`src/rtl/enc_pkg.sv`:
```
// Shared encodings for the priority scan encoder family.
package enc_pkg;

    localparam int MODE_FIXED = 0;
    localparam int MODE_RR    = 1;

endpackage

```
`src/rtl/priority_pick.sv`:
```
// Combinational selector: first set bit of vec_i at or above start_i, wrapping to
// the lowest set bit of the whole vector when nothing is set above the start.
module priority_pick #(
    parameter int WIDTH = 32
) (
    input  logic [WIDTH-1:0]         vec_i,
    input  logic [$clog2(WIDTH)-1:0] start_i,
    output logic [$clog2(WIDTH)-1:0] idx_o,
    output logic                     found_o
);

    localparam int IW = $clog2(WIDTH);

    logic [WIDTH-1:0] upper_mask;
    logic [WIDTH-1:0] upper_vec;
    logic [IW-1:0]    upper_idx;
    logic [IW-1:0]    any_idx;

    generate
        for (genvar gi = 0; gi < WIDTH; gi++) begin : g_mask
            assign upper_mask[gi] = (IW'(gi) >= start_i);
        end
    endgenerate

    assign upper_vec = vec_i & upper_mask;

    // Scanning downwards lets the lowest set index win the last assignment.
    always_comb begin
        upper_idx = '0;
        any_idx   = '0;
        for (int i = WIDTH - 1; i >= 0; i--) begin
            if (upper_vec[i]) upper_idx = IW'(i);
            if (vec_i[i])     any_idx   = IW'(i);
        end
    end

    assign idx_o   = (|upper_vec) ? upper_idx : any_idx;
    assign found_o = |vec_i;

endmodule

```
`src/rtl/priority_scan_encoder.sv`:
```
// Accepts a multi-hot request vector and emits the index of each set bit in turn,
// either lowest-first or round-robin from a pointer that persists across vectors.
module priority_scan_encoder
    import enc_pkg::*;
#(
    parameter int WIDTH = 32,
    parameter int MODE  = MODE_FIXED
) (
    input  logic                     iClk,
    input  logic                     iRst_n,
    input  logic                     iValid,
    output logic                     oReady,
    input  logic [WIDTH-1:0]         iData,
    input  logic                     iClear,
    output logic                     oValid,
    input  logic                     iReady,
    output logic [$clog2(WIDTH)-1:0] oData,
    output logic                     oLast,
    output logic [$clog2(WIDTH):0]   oCount
);

    localparam int IW = $clog2(WIDTH);
    localparam int CW = IW + 1;

    localparam logic [0:0] ST_IDLE = 1'b0;
    localparam logic [0:0] ST_SCAN = 1'b1;

    localparam logic [WIDTH-1:0] ONE_HOT = {{(WIDTH-1){1'b0}}, 1'b1};

    logic [0:0]       state_q, state_d;
    logic [WIDTH-1:0] pend_q, pend_d;
    logic [IW-1:0]    ptr_q, ptr_d;
    logic [IW-1:0]    start_idx;
    logic [IW-1:0]    pick_idx;
    logic [IW-1:0]    next_ptr;
    logic             pick_found;
    logic [CW-1:0]    pend_cnt;
    logic             scan_active;
    logic             last_one;
    logic             xfer;

    generate
        if (MODE == MODE_RR) begin : g_rr_start
            assign start_idx = ptr_q;
        end else begin : g_fixed_start
            assign start_idx = '0;
        end
    endgenerate

    priority_pick #(
        .WIDTH (WIDTH)
    ) u_pick (
        .vec_i   (pend_q),
        .start_i (start_idx),
        .idx_o   (pick_idx),
        .found_o (pick_found)
    );

    always_comb begin
        pend_cnt = '0;
        for (int i = 0; i < WIDTH; i++) begin
            pend_cnt = pend_cnt + CW'(pend_q[i]);
        end
    end

    assign scan_active = (state_q == ST_SCAN);
    assign last_one    = (pend_cnt == CW'(1));
    assign xfer        = scan_active && pick_found && iReady;
    assign next_ptr    = (pick_idx == IW'(WIDTH - 1)) ? '0 : pick_idx + 1'b1;

    // Clear wins over both a load in IDLE and a transfer in SCAN; pointer untouched.
    always_comb begin
        state_d = state_q;
        pend_d  = pend_q;
        ptr_d   = ptr_q;
        if (iClear) begin
            state_d = ST_IDLE;
            pend_d  = '0;
        end else if (state_q == ST_IDLE) begin
            if (iValid && (|iData)) begin
                pend_d  = iData;
                state_d = ST_SCAN;
            end
        end else if (xfer) begin
            pend_d = pend_q & ~(ONE_HOT << pick_idx);
            if (MODE == MODE_RR) ptr_d = next_ptr;
            if (last_one) state_d = ST_IDLE;
        end
    end

    always_ff @(posedge iClk or negedge iRst_n) begin
        if (!iRst_n) begin
            state_q <= ST_IDLE;
            pend_q  <= '0;
            ptr_q   <= '0;
        end else begin
            state_q <= state_d;
            pend_q  <= pend_d;
            ptr_q   <= ptr_d;
        end
    end

    assign oReady = (state_q == ST_IDLE);
    assign oValid = scan_active;
    assign oData  = scan_active ? pick_idx : '0;
    assign oLast  = scan_active && last_one;
    assign oCount = pend_cnt;

endmodule

```
`config.mk`:
```
export PLATFORM = sky130hd
export DESIGN_NAME = priority_scan_encoder
export DESIGN_NICKNAME = d
export VERILOG_FILES = /design/src/rtl/enc_pkg.sv /design/src/rtl/priority_pick.sv /design/src/rtl/priority_scan_encoder.sv
export SDC_FILE = /design/constraint.sdc
export NUM_CORES = 1
export LEC_CHECK = 0
export CORE_MARGIN = 1.5
export CORE_UTILIZATION = 40
export CTS_BUF_LIST = sky130_fd_sc_hd__clkbuf_4 sky130_fd_sc_hd__clkbuf_8
export DETAILED_ROUTE_END_ITERATION = 8
export GPL_TIMING_DRIVEN = 0
export PLACE_DENSITY_LB_ADDON = 0.3
export SYNTH_ARGS = -nofsm -noshare
export SYNTH_HDL_FRONTEND = slang
export SYNTH_SLANG_ARGS = --single-unit
```
`constraint.sdc`:
```
create_clock -name iClk -period 6 [get_ports iClk]
set_input_delay 0.6 -clock iClk [delete_from_list [all_inputs] [get_ports iClk]]
set_output_delay 0.6 -clock iClk [all_outputs]
set_load 0.02 [all_outputs]
```
==> metrics.md <==
| Metric | Value |
|---|---|
| Status | complete, but fails checks |
| Failing checks | setup timing |
| Worst skew pair latency | 0.28 ns |
| Crit Path Max Fanout | 2 |
| Sum Neg Setup Slack | -0.0159 ns |
| GRT Util Overall | 24.8% |
| RD Place Congestion | 0.893 |
| Max Cap Viol | 0 |
| Initial antenna violation count | 0 |
| Critical path required time | 5.40 ns |
| Hold_buf cts | 0 |
| Sinks on Clock Net | 33 |
| Hold Path Class | primary input to asynchronous set/reset pin |
| WL/cell | ~19 µm |
| Max Freq | 166 MHz |
| Clock buffer depth | 2 |
| DIE WIDTH | 93.1 µm |
| Largest net degree at the start of global routing | 34 |
| Cts bufs inserted | 5 |
| IO Pins | 51 |
| CP Launch Type | flop |
| # diodes | 0 |
| Share of cells above drive strength 1 | between 10% and 20% |
| DRT Pass-1 Iters | 5 |
| Synth Warn # | 0 |
| Fin util | a little over half |
| # placed instances | 510 |
| Unrepaired setup endpoints after global routing | yes |
| Worst-Margin Slew | 0.794 ns |
| Post-route minimum period | 6.02 ns |
| Period utilization | 100% |
| Post-synth top flop | dfrtp_1 |
| # fillers | 736 |
| First-pass GRT wire length | 16.6 mm |
| DRT antenna net count | 0 |
| Initial Util | 41.6% |
| Core Rows | 32 |
| Worst Slack Setup Final | -0.0159 ns |
| CP peak stage delay | between 0.5 and 0.6 ns |
| Maximum vdd drop | 0.412 mV |
| Post-DP HPWL | 7.82 mm |
| Clock-pin slew on the worst setup and hold paths | around 0.070 ns |
| Synthesized instance count | between 300 and 400 |
| Post-Synth Adder-Cell Area | 17.9% |
| Element type at the critical path end | output pin |
| Post-synthesis sequential area ratio | 25.4% |
| Final non-filler cell total | 526 |
| XOR/XNOR Fraction of Synth Area | 0.809% |
| Die height | 93.1 µm |
| Clock root cell | clkbuf_8 |
| Vias in the first global route | slightly above 3k |
| GRT overflow | 0 |
| Vias per cell | 6.08 |
| Core Area | 0.00781 mm² |
| Slowest CP cell | fa_1 |
| Syn avg cell area | 9.07 µm² |
| Initial drt markers | 346 |
| Area growth syn-to-layout | 25.3% |
| Slew HR | between 40 and 50% |
| Final Hold Vio Count | 0 |
| CTS tree | built |
| Pwr dens | 403 mW/mm² |
| Crit Path Class | flop to output pin |
| Syn_nets | 427 |
| Final setup viols | 1 |
| Compound-Gate Fraction of Synth Area | between 20% and 30% |
| Total power | between 0.0015 and 0.002 W |
| Most Frequent Cell on Critical Path | fa_1 |
| Worst Path Arrival | 5.42 ns |
| Routed WL | between 10 and 15 mm |
| Pins Over Slew Limit | 0 |
| Ys async rst share | 100% |
| Leakage power | 1.72 nW |
| Port buffer count | 50 |
| Largest family of logic cells by synthesized area | compound AO/OA/AOI/OAI gates |
| DRC | 0 |
| Mux share of post-synthesis cell area | 0% |
| Delay-heaviest family, CP | adder cells |
| Routed vias | 3,198 |
| WP buf/inv | 7 |
| EDFF count, synth | 0 |
| Yosys reg bits | 33 |
| Htree depth | 2 |
| Die ar. | 0.00867 mm² |
| Synth unique cells | 58 |
| Crit-path cells | fa_1, inv_2, fa_1, inv_1, fa_1, inv_1, fa_1, fa_1, fa_1, inv_1, ha_2, inv_1, fa_2, inv_1, a21o_1, a21oi_2, xnor2_1, or3_4, nor3_4, buf_6 |
| Cell area after synthesis | 0.00325 mm² |
| Final #Nets | 493 |
| Final Skew | 0.00744 ns |
| Synth Area in Simple Gates | 23.2% |
==> cell families (layout without fill, tap and decap cells) <==
kind of cell | after synthesis | count (layout)
and+or+nand+nor | 132 | 132
AOI/OAI and AO/OA | 105 | 105
buffers and inverters | 53 | 119
DFF | 33 | 33
adders and majority gates | 32 | 32
xor gates and xnor gates | 3 | 3
==> cells in the final DEF, fill, tap and decap left out, types with 3 or more instances in the layout <==
cell type        count
nor2_1              26
a22oi_1              4
a31oi_1              8
a21oi_1             22
clkbuf_1             4
ha_1                 7
nor2b_1              6
nor2_4               4
fa_1                23
nor3_1               7
o211ai_1             5
a32o_1               4
nand2_1             42
xnor2_1              3
a21o_1               6
or2_2                3
o311ai_0             6
dfrtp_1             21
o21ai_0              7
o311a_1              4
clkbuf_8             7
nand2b_1             4
a22o_1               5
buf_6                5
inv_1               40
nand4_1              5
clkdlybuf4s50_1     45
nor4_1              12
or4_1                3
dfrtp_2             12
dlygate4sd2_1        3
a221o_1             15
buf_4               11
nor3b_1              3
==> through the flow <==
stage / hold WS, ns / cell area (µm²) / setup slack (ns)
floorplan: 0.304 / 3250 / 0.124
global placement: 0.585 / 3880 / -0.510
detailed placement: 0.589 / 3870 / -0.588
CTS: 0.410 / 4050 / -0.118
global route: 0.453 / 4070 / -0.216
finish: 0.391 / 4070 / -0.0159
==> where the power goes <==
group | total (W) | switching (W) | internal, W | leakage (nW)
sequential | 0.000280 | 0.0000374 | 0.000243 | 0.425
combinational | 0.00118 | 0.000656 | 0.000528 | 1.25
clock | 0.000177 | 0.0000815 | 0.0000956 | 0.0477
total | 0.00164 | 0.000775 | 0.000866 | 1.72
==> flip-flops by register name, summed over array words and instances, names as in the netlist <==
name / cells
pend_q: 32
oValid: 1
==> synthesized netlist by cell type, drive strengths merged, types with 8 or more instances <==
cell type / number / area (µm²)
a31oi: 8 / 50.1
nor2: 31 / 163
dfrtp: 33 / 826
ha: 8 / 100
nor3: 10 / 60.1
inv: 42 / 158
o21ai: 10 / 65.1
nor4: 15 / 121
fa: 24 / 480
nand2: 45 / 181
a221o: 15 / 150
a21oi: 24 / 124
==> what timing repair did <==
item                                    CTS  global route
endpoints found under the setup margin    5             2
pin swaps                                 4             2
resized for setup                        28             1
buffers inserted                          7             2
==> per-layer routing <==
layer	vias to the layer above	GRT usage [%]	part of all wire, %	wire, µm
li1	1440	-	-	-
met1	1534	35.7	43	4380
met2	199	39.4	46	4720
met3	25	3.50	8.1	827
met4	0	5.81	2.8	282
met5	-	0	0	0
==> worst paths after layout <==
check	startpoint	slack, ns	to	cells past startpoint
setup / recovery	pend_q[17]$_DFFE_PN0P_	-0.02	oLast	20
hold / removal	iRst_n	0.39	pend_q[6]$_DFFE_PN0P_	1
setup reg to reg	pend_q[17]$_DFFE_PN0P_	0.64	oValid$_DFF_PN0_	21
hold reg to reg	pend_q[30]$_DFFE_PN0P_	0.60	pend_q[30]$_DFFE_PN0P_	1
max in group asynchronous	iRst_n	5.06	pend_q[17]$_DFFE_PN0P_	1
min in group iClk	pend_q[30]$_DFFE_PN0P_	0.60	pend_q[30]$_DFFE_PN0P_	1
==> final cells by class <==
type	instances	area, µm²	share of cell area [%]
flip-flops and latches	33	841	20.7
clock buffers	7	90.1	2.21
repair buffers	59	561	13.8
plain buffers	11	88.8	2.18
inverters	42	158	3.88
multi-input cells	272	2200	54.1
well taps	102	128	3.14
Power figures use the tool's default switching activity.
==> RTL change 1, RTL diff (same settings) <==
`WIDTH` is set to 32 in 2 places; all go to 64.
--- a/src/rtl/priority_pick.sv
+++ b/src/rtl/priority_pick.sv
@@ -3,3 +3,3 @@
 module priority_pick #(
-    parameter int WIDTH = 32
+    parameter int WIDTH = 64
 ) (
--- a/src/rtl/priority_scan_encoder.sv
+++ b/src/rtl/priority_scan_encoder.sv
@@ -5,3 +5,3 @@
 #(
-    parameter int WIDTH = 32,
+    parameter int WIDTH = 64,
     parameter int MODE  = MODE_FIXED
Interface: changed (resized iData, oCount and oData); port bits go from 51 to 85. No check against the original RTL was run, so the function may have changed too.
==> RTL change 1 against the original RTL <==
The run still ends with negative setup slack left; via count is 84% higher; wire length is 130% higher; power grew to 3.4 times the old value; sequential cell count is 32 higher; combinational power grew to 3.8 times the old value; area after synthesis is 81% higher; worst setup slack worse by 1.4 ns; final area is 82% higher; non-clock buffer count is 51 higher; die area is 78% higher; critical path type unchanged; highest routed layer unchanged.
==> RTL change 1: results (changes against the original RTL) <==
status=finished with violations (unchanged); failing checks=negative setup slack (unchanged); Worst R2R Path Depth=22 (was 21); DRT met1 WL=9950 µm (was 4380 µm); Synth cell types=55 (was 58); detailed placement HPWL=18,300 µm (was 7820 µm); Clock power frac=8.8% (was 10.8%); CP max-delay cell=or4_4 (was fa_1); Final #Nets=927 (was 493); H-tree Lvls=3 (was 2); CTS Buf Count=9 (was 5); final worst slack=-1.39 ns (was -0.0159 ns); number of global-route vias before repair=6,048 (was 3,106); FILL cells=1,426 (was 736); Initial DRC Count=591 (was 346); capturing point of the worst reg2reg path=oValid$_DFF_PN0_ (unchanged); Mapped Cells=680 (was 358); Final Setup Violations=9 (was 1); ranking of synthesized cells by area=dfrtp_1, fa_1, o211ai_1 (was dfrtp_1, fa_1, inv_1); XOR/XNOR Fraction of Synth Area=0.597% (was 0.809%); gp weighted congestion=1.02 (was 0.893); Clock Latency Late Sink=0.37 ns (was 0.28 ns); Largest register FFs=64 (was 32); GRT Total Usage=31.0% (was 24.8%); Flop pwr share=10.1% (was 17.1%); final hold slack=0.321 ns (was 0.391 ns); input/output buffers=83 (was 50); DR vias=5,898 (was 3,198); met2 Use GR=51.0% (was 39.4%); Net Switching=2750 µW (was 775 µW); Reg2Reg Launch Point=pend_q[63]$_DFFE_PN0P_ (was pend_q[17]$_DFFE_PN0P_); Setup TNS=-7.12 ns (was -0.0159 ns); mux contribution to synthesized area=0% (unchanged); largest net degree at the start of global routing=66 (was 34); WL final=23,000 µm (was 10,200 µm); Commonest cells post-synth=inv_1, nand2_1, a21oi_1, dfrtp_1, o211ai_1 (was inv_1, nand2_1, dfrtp_1, nor2_1, fa_1); post-synthesis compound-gate area fraction=20.9% (was 25.1%); M3 GR Usage=5.27% (was 3.50%); Synth Area in Adders=21.8% (was 17.9%); R2R Setup Slk=-0.69 ns (was 0.64 ns); Seq/Total Area, Yosys=27.7% (was 25.4%); routed wl met3=1610 µm (was 827 µm); Routed met2 length=10,800 µm (was 4720 µm); total power=5520 µW (was 1640 µW); Pleak=0.00313 µW (was 0.00172 µW); layout cells sized above 1=11.2% (was 16.3%); pre-CTS setup slack=-1.71 ns (was -0.588 ns); Worst Max-Slew Pin Slew=1.01 ns (was 0.794 ns); Synthesized Nets=819 (was 427); fin cells=977 (was 526); clock root buffer=clkbuf_8 (unchanged); Arrival @ worst endpoint=6.79 ns (was 5.42 ns); maximum VDD drop=1320 µV (was 412 µV); Ys Warns=0 (unchanged); placed insts=947 (was 510); met1 Use GR=42.0% (was 35.7%); Setup Skew=0.00817 ns (was 0.00744 ns); first-pass GRT wire length=34,500 µm (was 16,600 µm)
[RTL change 1: changes by cell type after synthesis, sizes merged, moves of 8 or more]
cell,before,now
o211ai,5,59
nand3,2,15
ha,8,16
fa,24,54
nand2,45,77
dfrtp,33,65
a21oi,24,73
o21ai,10,18
inv,42,99
clkbuf,5,23
a221o,15,0
nor4,15,31
or4,4,20
[RTL change 1: layout make-up]
| class | instances | area, µm² | area share (%) |
|---|---|---|---|
| Multi-Input combinational cell | 492 | 3870 | 52.3 |
| Sequential cell | 65 | 1640 | 22.2 |
| Timing Repair Buffer | 97 | 936 | 12.7 |
| Inverter | 99 | 372 | 5.03 |
| Tap cell | 184 | 230 | 3.12 |
| Clock inverter | 7 | 125 | 1.69 |
| Clock buffer | 9 | 124 | 1.68 |
| Buffer | 24 | 97.6 | 1.32 |
[RTL change 1: timing repair]
action / 4_1_cts / 5_1_grt
endpoints found under the hold margin: 0 / 0
buffers inserted: 12 / 3
gates resized for setup: 57 / 18
endpoints found under the setup margin: 9 / 9
pin swaps: 3 / 7
==> RTL change 2, RTL diff (config.mk and constraints unchanged) <==
Without the edit above. Make the reset (`iRst_n`) synchronous in one clocked block.
--- a/src/rtl/priority_scan_encoder.sv
+++ b/src/rtl/priority_scan_encoder.sv
@@ -90,3 +90,3 @@
 
-    always_ff @(posedge iClk or negedge iRst_n) begin
+    always_ff @(posedge iClk) begin
         if (!iRst_n) begin
Behaviour: not the same (Yosys sat finds a counterexample within 4 cycles, from zero or initial values and one cycle with iRst_n low; the reset may be asserted at any time).
==> RTL change 2 against the original RTL <==
Area after synthesis is 7.9% lower; first-iteration DRC count is 41% lower; non-clock buffer count is 1 lower; critical path depth stayed put; final area is 4.8% lower; wire length is 3.7% lower; worst setup slack better by 0.093 ns; sequential cell count stayed put; clock skew is 0.0018 ns lower; critical path type unchanged.
Power is not compared: it rests on default switching activity, and its combinational part moved more than twofold at a synthesized area within 25%.
==> RTL change 2: results (changes against the original RTL) <==
pre-CTS setup slack=-0.597 ns (was -0.588 ns); capturing point of the worst reg2reg path=oValid$_SDFF_PP0_ (was oValid$_DFF_PN0_); CTS Buf Count=5 (unchanged); clock-pin slew on the worst setup and hold paths=0.07 ns (about the same); status=complete, no violations (was finished with violations); routed wl met3=661 µm (was 827 µm); Setup Skew=0.00564 ns (was 0.00744 ns); FILL cells=697 (was 736); M3 GR Usage=2.77% (was 3.50%); layout cells sized above 1=14.3% (was 16.3%); Final #Nets=495 (was 493); first-pass GRT wire length=15,200 µm (was 16,600 µm); Seq/Total Area, Yosys=22.1% (was 25.4%); initial antenna violation count=0 (unchanged); number of global-route vias before repair=2,924 (was 3,106); Synthesized Nets=429 (was 427); DR WL/cell=18.7 µm (was 19.4 µm); Commonest cells post-synth=inv_1, a21oi_1, dfxtp_1, nand2_1, nor2_1 (was inv_1, nand2_1, dfrtp_1, nor2_1, fa_1); Reg2Reg Launch Point=pend_q[17]$_SDFFE_PP0P_ (was pend_q[17]$_DFFE_PN0P_); largest net degree at the start of global routing=11 (was 34); met2 Use GR=44.2% (was 39.4%); DRT met1 WL=4130 µm (was 4380 µm); detailed placement HPWL=7760 µm (was 7820 µm); Async SR Flop Fraction=0% (was 100%); Via density=5.83 (was 6.08); maximum clock insertion buffer count=2 (unchanged); Routed met2 length=4800 µm (was 4720 µm); final hold slack=0.538 ns (was 0.391 ns); Arrival @ worst endpoint=5.32 ns (was 5.42 ns); R2R Setup Slk=0.76 ns (was 0.64 ns); GRT Total Usage=26.0% (was 24.8%); gp weighted congestion=0.983 (was 0.893); peak fanout along the critical path=2 (unchanged); Initial DRC Count=205 (was 346); met1 Use GR=33.9% (was 35.7%); ranking of synthesized cells by area=dfxtp_1, fa_1, a21oi_1 (was dfrtp_1, fa_1, inv_1); Post-synth top flop=dfxtp_1 (was dfrtp_1); Max-slew headroom=58.4% (was 46.8%); Synth cell types=56 (was 58); HP Class=register to register (was primary input to asynchronous set/reset pin); max incr delay on CP=0.52 ns (was 0.57 ns)
[RTL change 2: changes by cell type after synthesis, sizes merged, moves of 13 or more]
cell	before	now
dfrtp	33	0
a221o	15	2
o21ai	10	23
dfxtp	0	33
a21oi	24	42
nand2	45	26
[RTL change 2: cells by family after synthesis]
kind of cell	synth area share, %
flip-flops	22.1
adder cells (fa/ha/maj)	19.4
AO/OA/AOI/OAI	29.4
AND/OR/NAND/NOR	20.4
multiplexers	0.335
XOR/XNOR	0.879
buffers and inverters	7.49
[RTL change 2: through the flow]
stage / instances / instance area [µm²] / util, %
finish: 526 / 3870 / 53.4
global route: 526 / 3870 / 53.4
CTS: 525 / 3860 / 53.2
detailed placement: 509 / 3620 / 49.9
global placement: 509 / 3620 / 49.9
floorplan: 360 / 2990 / -
[RTL change 2: what timing repair did]
| item | in CTS | in global routing |
|---|---|---|
| setup buffers | 8 | 1 |
| resized for setup | 36 | 3 |
| pin swaps | 10 | 3 |
| endpoints found under the setup margin | 5 | 3 |
| hold buffers | 0 | 0 |
[RTL change 2: layout make-up]
cell class / count / share of cell area, %
clock inverter: 1 / 0.776
buffer: 10 / 1.03
inverter: 49 / 4.75
tap: 99 / 3.20
clock buffer: 7 / 2.33
multi-input combinational: 268 / 55.0
timing repair buffer: 59 / 14.8
sequential: 33 / 18.1
[RTL change 2: power breakdown]
part / switching, µW / internal [µW] / total (µW) / leakage (µW)
combinational: 215 / 166 / 381 / 0.00120
sequential: 14.8 / 224 / 239 / 0.000278
clock: 90.1 / 140 / 230 / 0.0000619
[RTL change 2: worst max-delay path by stage]
stage / to / slack [ns] / cells past startpoint
after CTS: oLast / -0.01 / 20
after floorplan: oLast / 0.15 / 19
after global placement: oLast / -0.56 / 20
after detailed placement: oLast / -0.60 / 20
final: oLast / 0.08 / 20
after global routing: oLast / -0.19 / 20
